### src/rtl/uart_tx_ctrl.sv
// UART transmit frame sequencer: start/data/parity/stop bit muxing onto tx_out,
// driving an external shift serializer and cross-checking its bit count.
module uart_tx_ctrl #(
  parameter int DATA_WIDTH = 8
) (
  input  logic                  clk,
  input  logic                  rst,
  input  logic                  data_valid,
  input  logic [DATA_WIDTH-1:0] p_data,
  input  logic                  par_en,
  input  logic                  par_typ,
  input  logic                  ser_done,
  input  logic                  ser_data,
  output logic                  load,
  output logic                  ser_en,
  output logic                  tx_out,
  output logic                  busy,
  output logic                  sync_err
);

  localparam int CW = (DATA_WIDTH > 1) ? $clog2(DATA_WIDTH) : 1;
  localparam logic [CW-1:0] LAST_BIT = CW'(DATA_WIDTH - 1);

  typedef enum logic [2:0] {IDLE, START, DATA, PARITY, STOP} state_t;

  state_t                  state_reg, state_next;
  logic [CW-1:0]           bit_cnt_reg, bit_cnt_next;
  logic [DATA_WIDTH-1:0]   data_reg;
  logic                    par_en_reg;
  logic                    par_typ_reg;
  logic                    sync_err_reg;
  logic                    last_bit;
  logic                    sync_mismatch;
  logic [DATA_WIDTH:0]     par_chain;

  // Parity folded bit by bit, seeded with the odd/even select.
  assign par_chain[0] = par_typ_reg;
  generate
    for (genvar gi = 0; gi < DATA_WIDTH; gi++) begin : g_par
      assign par_chain[gi+1] = par_chain[gi] ^ data_reg[gi];
    end
  endgenerate

  assign last_bit      = (bit_cnt_reg == LAST_BIT);
  assign sync_mismatch = (state_reg == DATA) && (ser_done != last_bit);
  assign sync_err      = sync_err_reg;

  always_ff @(posedge clk or negedge rst) begin
    if (!rst) begin
      state_reg    <= IDLE;
      bit_cnt_reg  <= '0;
      data_reg     <= '0;
      par_en_reg   <= 1'b0;
      par_typ_reg  <= 1'b0;
      sync_err_reg <= 1'b0;
    end else begin
      state_reg   <= state_next;
      bit_cnt_reg <= bit_cnt_next;
      // Frame configuration is frozen at acceptance so mid-frame changes are harmless.
      if (load) begin
        data_reg    <= p_data;
        par_en_reg  <= par_en;
        par_typ_reg <= par_typ;
      end
      if (sync_mismatch) begin
        sync_err_reg <= 1'b1;
      end
    end
  end

  always_comb begin
    state_next   = state_reg;
    bit_cnt_next = bit_cnt_reg;
    load         = 1'b0;
    ser_en       = 1'b0;
    tx_out       = 1'b1;
    busy         = (state_reg != IDLE);
    case (state_reg)
      IDLE: begin
        if (data_valid) begin
          load       = 1'b1;
          state_next = START;
        end
      end
      START: begin
        tx_out       = 1'b0;
        bit_cnt_next = '0;
        state_next   = DATA;
      end
      DATA: begin
        tx_out       = ser_data;
        ser_en       = 1'b1;
        bit_cnt_next = bit_cnt_reg + CW'(1);
        // Leave on whichever comes first so a broken serializer cannot hang the line.
        if (ser_done || last_bit) begin
          state_next = par_en_reg ? PARITY : STOP;
        end
      end
      PARITY: begin
        tx_out     = par_chain[DATA_WIDTH];
        state_next = STOP;
      end
      STOP: begin
        if (data_valid) begin
          load       = 1'b1;
          state_next = START;
        end else begin
          state_next = IDLE;
        end
      end
      default: state_next = IDLE;
    endcase
  end

endmodule

### config.mk
export PLATFORM = sky130hd
export DESIGN_NAME = uart_tx_ctrl
export DESIGN_NICKNAME = d
export VERILOG_FILES = /design/src/rtl/uart_tx_ctrl.sv
export SDC_FILE = /design/constraint.sdc
export NUM_CORES = 1
export LEC_CHECK = 0
export BUFFER_PORTS_ARGS = -buffer_cell sky130_fd_sc_hd__buf_2
export CAP_MARGIN = 20
export CORE_AREA = 2 2 45 47
export CTS_CLUSTER_DIAMETER = 150
export DETAILED_ROUTE_END_ITERATION = 8
export DIE_AREA = 0 0 47 49
export GPL_ROUTABILITY_DRIVEN = 0
export PLACE_DENSITY = 0.83
export SYNTH_ARGS = -nofsm -noshare
export SYNTH_HDL_FRONTEND = slang
export SYNTH_SLANG_ARGS = --single-unit
### constraint.sdc
create_clock -name clk -period 2.6 [get_ports clk]
set_clock_uncertainty 0.1 [all_clocks]
set_input_delay 0.78 -clock clk [delete_from_list [all_inputs] [get_ports clk]]
set_output_delay 0.78 -clock clk [all_outputs]
set_load 0.005 [all_outputs]
==> run summary <==
- 0 — max-capacitance violation count
- 20 — I/O pins
- 0 — number of design rule violations left after detail routing
- met2 — most utilized layer in the global route result
- 1.72 ns — required time at the endpoint of the critical path
- 17 — number of synthesized register bits
- 0.139 — total global routing track utilization
- 0.167 — met1 usage in global routing
- 0.09 ns — clock-pin slew reported for the worst setup and hold paths after clock tree synthesis
- 0 — # resized after CTS
- 1 — number of buffers and inverters on the critical path
- 1020 um — DPL Wire Length
- 0 — diodes inserted
- output pin — endpoint class of the critical path
- 2.48 ns — Min Clock Period, post-route
- 17 — CTS Sinks
- 110 — NumNets Final
- 49 um — vertical die dimension
- sky130_fd_sc_hd__dfrtp_1 — leading register cell type out of synthesis
- 586 — via count of the first global-routing pass
- 0.298 ns — Worst Hold Slack
- 88 — net count after synthesis
- yes — setup repair after global routing missed its margin
- sky130_fd_sc_hd__clkbuf_4 — cell at the root of the clock tree
- 1 — H-tree depth reported by CTS
- 19 — PortBufs
- 0.403 GHz — achievable clock frequency
- 1190 nW/um2 — pwr dens
- 19 x sky130_fd_sc_hd__buf_2, 17 x sky130_fd_sc_hd__dfrtp_1, 11 x sky130_fd_sc_hd__mux2_2 — most frequent cells in the layout
- 0 — antenna violations before repair
- 1000 um2 — final std cell area, no fill
- 0.385 — share of cells above drive strength 1
- 0.0333 — fraction of met3 tracks used by global routing
- 0.543 — utilization after layout
- 0.28 ns — later-pin clock latency in the skew report
- 973 um2 — area of placed instances
- 0.956 — final worst path period share
- 861 um2 — netlist area before placement
- finished clean — result of the run
- 0.473 nW — Leak Pwr
- 1.60 ns — arrival time at the worst endpoint
- 0 — number of flops mapped to enable cells by yosys
- 1290 um — final WL
- 12.3 um2 — Synth Area per Inst
- 70 — synthesized instance count
- xnor2_1 -> xnor3_1 -> o211ai_1 -> buf_2 — crit-path cells
- 1840 um2 — area of the core
- 16 — num rows
- 0 — iteration-0 DRC count of the detailed router
- 8 — flip-flop count of the largest register after layout
- 2 — clock tree buffer depth
- 11.0 um — DR WL/cell
- 3 — Inserted Clock Buffers
- 16.1% — Area growth syn-to-layout
- done — clock tree from TritonCTS
- 1.00 — fraction of registers with async set/reset
- 0 — Overflow after GRT
- flop — sort of element at the start of the critical path
- 0.467 — effective utilization at floorplan
- 0.742 — Relative slew margins
- 0.000667 V — peak supply drop
- 47 um — DIE WIDTH
- 0 — final setup vio count
- 1 — total iterations of the first detailed-routing run
- 2300 um2 — DIE AREA
- 2 — critical path fanouts, max
- 0.224 — met2 usage
- 0 — Final ANT Viol Nets
- 2350 um — global-route wire length before repair
- 23 — Netlist cell types
- 4.94 — ratio of routed vias to standard cells
- 18 — largest net degree at the start of global routing
- input port to asynchronous set/reset pin — path category of the worst min-delay check
- 583 — vias
- 0 — Final Max Slew Viols
- sky130_fd_sc_hd__buf_2 — leading cell type in the layout, fill and taps excluded
- sky130_fd_sc_hd__xnor3_1 — master of the slowest instance on the critical path
- 0 — hold violation count in the final report
- 0.388 ns — Worst Max-Slew Pin Slew
- 0.45 ns — delay of the slowest critical-path stage
- 0.494 — portion of the post-synthesis area used by sequential elements
- 0 — total number of yosys warnings
- flop to output pin — critical path class
- XOR/XNOR gates — kind of cell with the highest combined delay on the critical path
==> final timing paths <==
check,depth (start not counted),start,slack [ns],to
setup / recovery,4,data_reg[4],0.12,tx_out
hold / removal,1,rst,0.30,sync_err
setup reg to reg,3,state_reg[0],1.05,data_reg[2]
hold reg to reg,1,sync_err,0.36,sync_err
max in group asynchronous,1,rst,1.83,state_reg[1]
min in group clk,1,sync_err,0.36,sync_err
==> synthesized netlist by cell type (all sizes together), types with 2 or more instances <==
cell / instances / area share
nor3b: 3 / 0.032
buf: 3 / 0.028
ha: 3 / 0.044
a21oi: 2 / 0.012
xnor2: 3 / 0.031
nand2: 2 / 0.0087
nor3: 2 / 0.012
nor2: 6 / 0.026
dfrtp: 17 / 0.49
mux2: 11 / 0.14
xor2: 2 / 0.020
inv: 4 / 0.017
a22o: 5 / 0.051
==> where the power goes <==
| part | switching [W] | internal (W) | leakage, nW |
|---|---|---|---|
| Clock | 0.0000762 | 0.0000596 | 0.0150 |
| Combinational | 0.000210 | 0.000345 | 0.254 |
| Sequential | 0.000116 | 0.000383 | 0.204 |
==> per-stage QoR <==
step / total power (W) / setup TNS [ns] / worst slack, ns / cells
2_1_floorplan: 0.000955 / 0 / 0.585 / 70
3_3_place_gp: 0.00105 / 0 / 0.389 / 114
3_5_place_dp: 0.00107 / 0 / 0.370 / 114
4_1_cts: 0.00121 / 0 / 0.0720 / 118
5_1_grt: 0.00131 / -0.0180 / -0.0180 / 118
6_report: 0.00119 / 0 / 0.116 / 118
==> routing by layer <==
metal | wire length, um | share of wire
met5 | 0 | 0
met4 | 7 | 0.0054
met3 | 72 | 0.056
met2 | 621 | 0.48
met1 | 592 | 0.46
==> worst reg2reg max path, cell delays in order (launching register included) <==
cell and delay [ns]:
sky130_fd_sc_hd__dfrtp_1 0.52, sky130_fd_sc_hd__nor3b_2 0.25, sky130_fd_sc_hd__buf_4 0.22, sky130_fd_sc_hd__mux2_2 0.35
==> timing repair <==
action	4_1_cts	5_1_grt
hold buffers	0	0
buffers inserted	0	0
setup endpoints to repair	0	1
==> layout make-up <==
class,count,area [um2]
Clock buffer,4,26.3
Fill cell,180,842
Inverter,4,15.0
Multi-Input combinational cell,46,397
Sequential cell,17,425
Tap cell,27,33.8
Timing Repair Buffer,20,103
==> cell families (layout without fill, tap and decap cells) <==
group / after synthesis / in the layout / share of synthesized area
AOI/OAI and AO/OA: 11 / 11 / 0.0974
xor gates and xnor gates: 6 / 6 / 0.0770
adders and majority gates: 3 / 3 / 0.0436
buffers and inverters: 7 / 28 / 0.0450
DFF: 17 / 17 / 0.494
muxes: 12 / 12 / 0.156
and+or+nand+nor: 14 / 14 / 0.0872
No activity file was read; power rests on OpenSTA's default activity.
